===== config.mk =====
export PLATFORM = sky130hd
export DESIGN_NAME = bus_master_interface
export DESIGN_NICKNAME = d
export VERILOG_FILES = /design/src/rtl/bus_pkg.sv /design/src/rtl/bus_grant_timer.sv /design/src/rtl/bus_master_interface.sv
export SDC_FILE = /design/constraint.sdc
export NUM_CORES = 1
export LEC_CHECK = 0
export ABC_AREA = 0
export ABC_CLOCK_PERIOD_IN_PS = 14500
export CORE_ASPECT_RATIO = 0.6
export CORE_MARGIN = 10
export CORE_UTILIZATION = 50
export CTS_CLUSTER_SIZE = 12
export DETAILED_ROUTE_END_ITERATION = 8
export GPL_TIMING_DRIVEN = 0
export MAX_ROUTING_LAYER = met4
export PLACE_DENSITY = 0.89
export SLEW_MARGIN = 30
export SYNTH_ARGS = -nofsm -noshare
export SYNTH_HDL_FRONTEND = slang
export SYNTH_HIERARCHICAL = 1
export SYNTH_SLANG_ARGS = --single-unit

===== constraint.sdc =====
create_clock -name clk -period 14.5 [get_ports clk]
set_clock_uncertainty 0.05 [all_clocks]
set_input_delay 2.9 -clock clk [delete_from_list [all_inputs] [get_ports clk]]
set_output_delay 2.9 -clock clk [all_outputs]
set_load 0.02 [all_outputs]

===== src/rtl/bus_pkg.sv =====
// Shared bus definitions: initiator state encoding, control-bus bit map and default widths.
package bus_pkg;

  localparam int unsigned DEFAULT_BUS_WIDTH  = 32;
  localparam int unsigned DEFAULT_CTRL_WIDTH = 8;
  localparam int unsigned CTRL_WE_BIT        = 1;

  typedef enum logic [2:0] {
    StIdle,
    StReq,
    StAddr,
    StWait,
    StData,
    StDone
  } bus_state_e;

  // Slaves see a transaction for as long as ack is high: ADDR, WAIT and DATA.
  function automatic logic state_drives_ack(bus_state_e s);
    return (s == StAddr) || (s == StWait) || (s == StData);
  endfunction

endpackage


===== src/rtl/bus_grant_timer.sv =====
// Counts consecutive grant-wait cycles; flags the last cycle before the wait limit is reached.
module bus_grant_timer #(
  parameter int unsigned LIMIT = 255
) (
  input  logic clk,
  input  logic rst,
  input  logic run,
  output logic expired
);

  localparam int unsigned Width = ($clog2(LIMIT + 1) < 8) ? 8 : $clog2(LIMIT + 1);

  logic [Width-1:0] count_q;

  always_ff @(posedge clk or posedge rst) begin
    if (rst) begin
      count_q <= '0;
    end else if (run) begin
      count_q <= count_q + 1'b1;
    end else begin
      count_q <= '0;
    end
  end

  // count_q holds the number of earlier wait cycles, so this fires in wait cycle LIMIT.
  assign expired = run && (count_q == Width'(LIMIT - 1));

endmodule


===== src/rtl/bus_master_interface.sv =====
// Shared-bus initiator: one read/write per command, arbitration, then the addr/data/ack sequence.
// Optional grant-wait timeout abort is enabled by defining BUS_MASTER_TIMEOUT_EN.
module bus_master_interface
  import bus_pkg::*;
#(
  parameter int unsigned BUS_WIDTH      = DEFAULT_BUS_WIDTH,
  parameter int unsigned CTRL_WIDTH     = DEFAULT_CTRL_WIDTH,
  parameter int unsigned TIMEOUT_CYCLES = 255
) (
  input  logic                  clk,
  input  logic                  rst,
  input  logic                  start,
  input  logic                  we,
  input  logic [BUS_WIDTH-1:0]  addr,
  input  logic [BUS_WIDTH-1:0]  wdata,
  output logic [BUS_WIDTH-1:0]  rdata,
  output logic                  busy,
  output logic                  done,
  output logic                  error,
  output logic                  bus_req,
  input  logic                  bus_grant,
  output logic [BUS_WIDTH-1:0]  bus_out,
  output logic                  bus_oe,
  input  logic [BUS_WIDTH-1:0]  bus_in,
  output logic [CTRL_WIDTH-1:0] ctrl_out,
  output logic                  ack
);

  if (TIMEOUT_CYCLES == 0) begin : g_bad_timeout
    $error("TIMEOUT_CYCLES must be nonzero");
  end

  bus_state_e           state_q, state_d;
  logic                 we_q, we_d;
  logic [BUS_WIDTH-1:0] addr_q, addr_d;
  logic [BUS_WIDTH-1:0] wdata_q, wdata_d;
  logic                 timeout_hit;

  logic                  busy_d, done_d, error_d, bus_req_d, bus_oe_d, ack_d;
  logic [BUS_WIDTH-1:0]  bus_out_d, rdata_d;
  logic [CTRL_WIDTH-1:0] ctrl_d;

`ifdef BUS_MASTER_TIMEOUT_EN
  bus_grant_timer #(
    .LIMIT (TIMEOUT_CYCLES)
  ) u_grant_timer (
    .clk     (clk),
    .rst     (rst),
    .run     (state_q == StReq),
    .expired (timeout_hit)
  );
`else
  assign timeout_hit = 1'b0;
`endif

  always_ff @(posedge clk or posedge rst) begin
    if (rst) begin
      state_q  <= StIdle;
      we_q     <= 1'b0;
      addr_q   <= '0;
      wdata_q  <= '0;
      rdata    <= '0;
      busy     <= 1'b0;
      done     <= 1'b0;
      error    <= 1'b0;
      bus_req  <= 1'b0;
      bus_out  <= '0;
      bus_oe   <= 1'b0;
      ctrl_out <= '0;
      ack      <= 1'b0;
    end else begin
      state_q  <= state_d;
      we_q     <= we_d;
      addr_q   <= addr_d;
      wdata_q  <= wdata_d;
      rdata    <= rdata_d;
      busy     <= busy_d;
      done     <= done_d;
      error    <= error_d;
      bus_req  <= bus_req_d;
      bus_out  <= bus_out_d;
      bus_oe   <= bus_oe_d;
      ctrl_out <= ctrl_d;
      ack      <= ack_d;
    end
  end

  // Outputs are decoded from the next state so the registered copies line up with state_q.
  always_comb begin
    state_d = state_q;
    we_d    = we_q;
    addr_d  = addr_q;
    wdata_d = wdata_q;

    unique case (state_q)
      StIdle: begin
        if (start) begin
          state_d = StReq;
          we_d    = we;
          addr_d  = addr;
          wdata_d = wdata;
        end
      end
      StReq: begin
        if (bus_grant) begin
          state_d = StAddr;
        end else if (timeout_hit) begin
          state_d = StIdle;
        end
      end
      StAddr:  state_d = StWait;
      StWait:  state_d = StData;
      StData:  state_d = StDone;
      StDone:  state_d = StIdle;
      default: state_d = StIdle;
    endcase

    busy_d    = (state_d != StIdle);
    bus_req_d = (state_d == StReq) || state_drives_ack(state_d);
    ack_d     = state_drives_ack(state_d);
    done_d    = (state_d == StDone);
    error_d   = (state_q == StReq) && (state_d == StIdle);

    bus_oe_d  = 1'b0;
    bus_out_d = '0;
    if ((state_d == StAddr) || (state_d == StWait)) begin
      bus_oe_d  = 1'b1;
      bus_out_d = addr_d;
    end else if ((state_d == StData) && we_d) begin
      bus_oe_d  = 1'b1;
      bus_out_d = wdata_d;
    end

    ctrl_d = '0;
    if (ack_d) begin
      ctrl_d[CTRL_WE_BIT] = we_d;
    end

    rdata_d = ((state_q == StData) && !we_q) ? bus_in : rdata;
  end

endmodule

Word-level counts from Yosys, hierarchy flattened --
Index checks and enable logic that the tools add are counted.
Operators by class: equality and inequality tests 9, multiplexer cells 14, reduce and logical (&&, ||, !) cells 10
Operator list (number):
- $mux W32 | 6
- $pmux W3 S5 | 1
- $eq A3 B2 Y1 const B | 4
- $eq A3 B3 Y1 const B | 3
- $eq A3 B1 Y1 const B | 2
- $logic_not A3 Y1 | 2
- $mux W3 | 2
- $mux W1 | 5
- $logic_and A1 B1 Y1 | 3
- $logic_or A1 B1 Y1 | 3
- $reduce_bool A3 Y1 | 1
- $logic_not A1 Y1 | 1
Storage, ports and cells: register bits 139, input port bits 101, output and inout bits 78, word-level logic and storage cells 46

Longest topological paths before layout --
word-level depth 6, mapped depth 6, gate-level depth less buffers 4

Least setup slack after synthesis --
Ideal clock, no wire load.
path type input to register, start point input port start, end point register bus_out[11], library setup time 122 ps, arrival 3963 ps, required time 14328 ps, setup slack 10366 ps, cell stages on the path 5, path buffers 2, cells stage by stage nor4b_4 buf_6 buf_8 mux2_4 a32o_1
Between the ends: elaborated cells on any way between the ends 15, classes of those cells 3 x eq/ne; 10 x mux; 2 x reduce/logical
RTL lines:
- start: declaration | line bus_master_interface.sv:12 | input logic start,
- $mux W32 | line bus_master_interface.sv:97 | if (start) begin
- $mux W32 | line bus_master_interface.sv:95 | unique case (state_q)
- named net addr_d[11] | line bus_master_interface.sv:35 | logic [BUS_WIDTH-1:0] addr_q, addr_d;
- $mux W32 | line bus_master_interface.sv:126 | if ((state_d == StAddr) || (state_d == StWait)) begin
- named net bus_out_d[11] | line bus_master_interface.sv:40 | logic [BUS_WIDTH-1:0] bus_out_d, rdata_d;
- end signal: assignment | line bus_master_interface.sv:81 | bus_out <= bus_out_d;
- end: declaration | line bus_master_interface.sv:22 | output logic [BUS_WIDTH-1:0] bus_out,
The timed path passes the listed nets, and every way through them passes these cells. A chain may end at the register's enable or synchronous reset.

Final worst setup path --
start point input port start, end point register bus_out[14]
The elaborated chain is that of the path after synthesis.

==> key figures <==
Critical path
  • CP max FO: 10
  • CP Launch Type: primary input
  • Crit Path Class: primary input to register
  • Worst Path Required: 14.74 ns
  • CP endpoint kind: register
  • Crit path DAT: about 4.6 ns

GRT
  • All-Layer GR Usage: 19.1%
  • Total gr overflow: 0
  • Vias in the first global route: 4042
  • Global-route wire length before repair: 22.6 mm
  • Largest net degree at the start of global routing: 72
  • Initial antenna violation count: 0

STA
  • Fmax: between 200 and 250 MHz
  • Setup TNS: 0 ns
  • Worst hold slack: 0.442 ns
  • Min cycle time layout: between 4 and 5 ns
  • Final Hold Fails: 0
  • Tcrit/Tclk final: 30.3%
  • Worst-Margin Slew: approximately 0.56 ns
  • Setup violators final: 0
  • RSZ-0062 raised after global routing: no
  • Pins over their slew limit: 0
  • Slew Limit Headroom: 62.9%
  • Setup ws final: between 10 and 15 ns

Power and ir drop
  • Pint: 1.30 mW
  • NetSw: 0.607 mW
  • Leak: 3.51 nW
  • VDD IR max: 0.140 mV
  • Overall Power: 1.91 mW
  • Clock power frac: 23.1%
  • Comb pwr share: 42.0%
  • Switching share of total power: 31.8%
  • Pwr dens: around 240 mW/mm2
  • Seq pwr share: 34.9%

Flow run
  • Max-cap viol count: 0

Place
  • Placer congestion estimate: 0.830
  • Dpl ws: between 9 and 10 ns
  • Port bufs: 171
  • DPL Wire Length: 10.4 mm
  • Cell Area, Placed: 0.00746 mm2

Synth
  • Top post-synthesis cells by area: dfrtp_1 (63%), mux2_4 (12%), mux2_2 (11%)
  • Yosys warning count: 6
  • Cell variety after synth: 29
  • EDFF count, synth: 0
  • Area leader, netlist: dfrtp_1
  • Post-Syn Instances: 327
  • Area of the mapped netlist: between 0.005 and 0.006 mm2
  • Register area share after synthesis: between 60% and 70%
  • Fraction of registers with async set/reset: 100%
  • Top-area cell type share of the netlist area: 63.1%
  • Avg Cell Area, Syn: between 15 and 20 um2
  • Top FF cell, synth: dfrtp_1
  • Synth Register Bits: roughly 140

Detailed routing
  • DRT Pass-1 Iters: 4
  • Drt initial violations: 153
  • WL met3: 1.25 mm
  • Metal2 WL: 6.85 mm
  • Top sig layer: met4
  • Wl on met1: 6.23 mm
  • Via count: 3531
  • Avg WL per Cell: around 21 um
  • Via density: 5.22
  • WL final: approximately 14 mm
  • DRT antenna net count: 0
  • Post-route DRC: 0

Floorplan
  • Die ar.: 0.0158 mm2
  • I/O pin count: between 150 and 200
  • Row count: 29
  • Core footprint: between 0.01 and 0.015 mm2
  • Die H: 101 um
  • Die X: 156 um
  • Initial Utilization: 51.6%

CTS
  • CTS tree: yes
  • Cts hold-fix bufs: 0
  • TritonCTS Buffers: 17
  • Setup bufs post-CTS: 0
  • Clk buf depth: 2
  • CTS root buf: clkbuf_16
  • CTS sink count: roughly 140
  • Worst-path clk slew: 0.06 ns
  • Clock H-tree levels: 4
  • Skew-Pair Late Insertion Delay: around 0.4 ns
  • Post-CTS sizing: 0

Outcome
  • Status: finished, final reports clean

Min path
  • Worst Hold Class: register to register

Final layout
  • Fin area: 0.00807 mm2
  • Fraction of layout cells with a size suffix above 1: ~28%
  • ANT cells: 0
  • Area grow syn2layout: 46.4%
  • Final nets: about 630
[registers in the layout, indices dropped and copies added (netlist names), 3 cells and up]
name and flops:
state_q 3, bus_out 32, addr_q 32, rdata 32, wdata_q 32
[cell type report]
| class | instances | area, um2 |
|---|---|---|
| Buffer | 30 | 264 |
| Clock inverter | 10 | 140 |
| Clock buffer | 21 | 470 |
| Tap cell | 139 | 174 |
| Inverter | 6 | 30.0 |
| Sequential cell | 139 | 3480 |
| Fill cell | 666 | 2600 |
| Multi-Input combinational cell | 159 | 1770 |
| Timing Repair Buffer | 172 | 1740 |
[cells in the mapped netlist (2+ instances only)]
cell,count
buf_6,5
nand2b_1,2
buf_12,4
nor2_1,3
buf_4,9
clkbuf_1,8
o21ai_0,2
buf_2,3
nor3_1,2
a32o_1,32
mux2_4,44
inv_1,6
dfrtp_1,139
a21oi_1,2
mux2_2,52
[critical path: stages]
cell and delay [ns]:
clkdlybuf4s50_1 0.51, nor4b_4 0.25, buf_6 0.22, buf_8 0.18
mux2_4 0.32, a32o_1 0.25
[stage by stage]
step | std cells | utilization, %
after floorplan | 334 | -
after global placement | 644 | 69.6
after detailed placement | 645 | 69.9
after CTS | 676 | 75.6
after global routing | 676 | 75.6
final | 676 | 75.6
[power groups by stage]
stage / sequential (mW) / clock (mW) / combinational [mW]
after floorplan: 0.769 / 0 / 0.376
after global placement: 0.658 / 0 / 0.785
after detailed placement: 0.670 / 0 / 0.805
after CTS: 0.667 / 0.451 / 0.811
after global routing: 0.687 / 0.469 / 0.854
final: 0.666 / 0.441 / 0.801
[per-layer routing]
layer,vias to the layer above,track usage [%]
met4,0,5.95
met2,144,28.5
met3,9,7.58
met5,-,-
met1,1811,23.5
li1,1567,-
[worst paths after layout]
kind	start	cells past startpoint	slack, ns	to
max	start	6	10.11	bus_out[14]
min	wdata_q[16]	1	0.44	bus_out[16]
max reg2reg	state_q[0]	6	12.53	bus_out[14]
min reg2reg	wdata_q[16]	1	0.44	bus_out[16]
max in group asynchronous	rst	3	10.82	addr_q[21]
min in group asynchronous	rst	2	2.88	rdata[28]
[cells by family after synthesis]
| group | count (synthesis) | share of synthesized area, % |
|---|---|---|
| compound gates | 40 | 6.75 |
| other cells | 1 | 0.0681 |
| flops | 139 | 63.1 |
| simple gates | 14 | 2.04 |
| mux | 97 | 22.8 |
| buf+inv | 36 | 5.20 |
[cell usage in the layout (no fill, tap or decap), types with 2 or more instances in the layout]
master,count
clkbuf_8,3
a21oi_1,2
mux2_2,52
buf_12,4
nand2b_1,2
nor2_1,3
inv_1,5
buf_4,9
o21ai_0,2
buf_2,3
conb_1,8
clkbuf_1,9
clkbuf_16,17
dfrtp_1,139
a32o_1,32
clkdlybuf4s50_1,171
clkinv_2,2
nor3_1,2
mux2_4,44
bufinv_16,3
buf_6,5
clkinvlp_4,3
(Power assumes the default switching activity.)
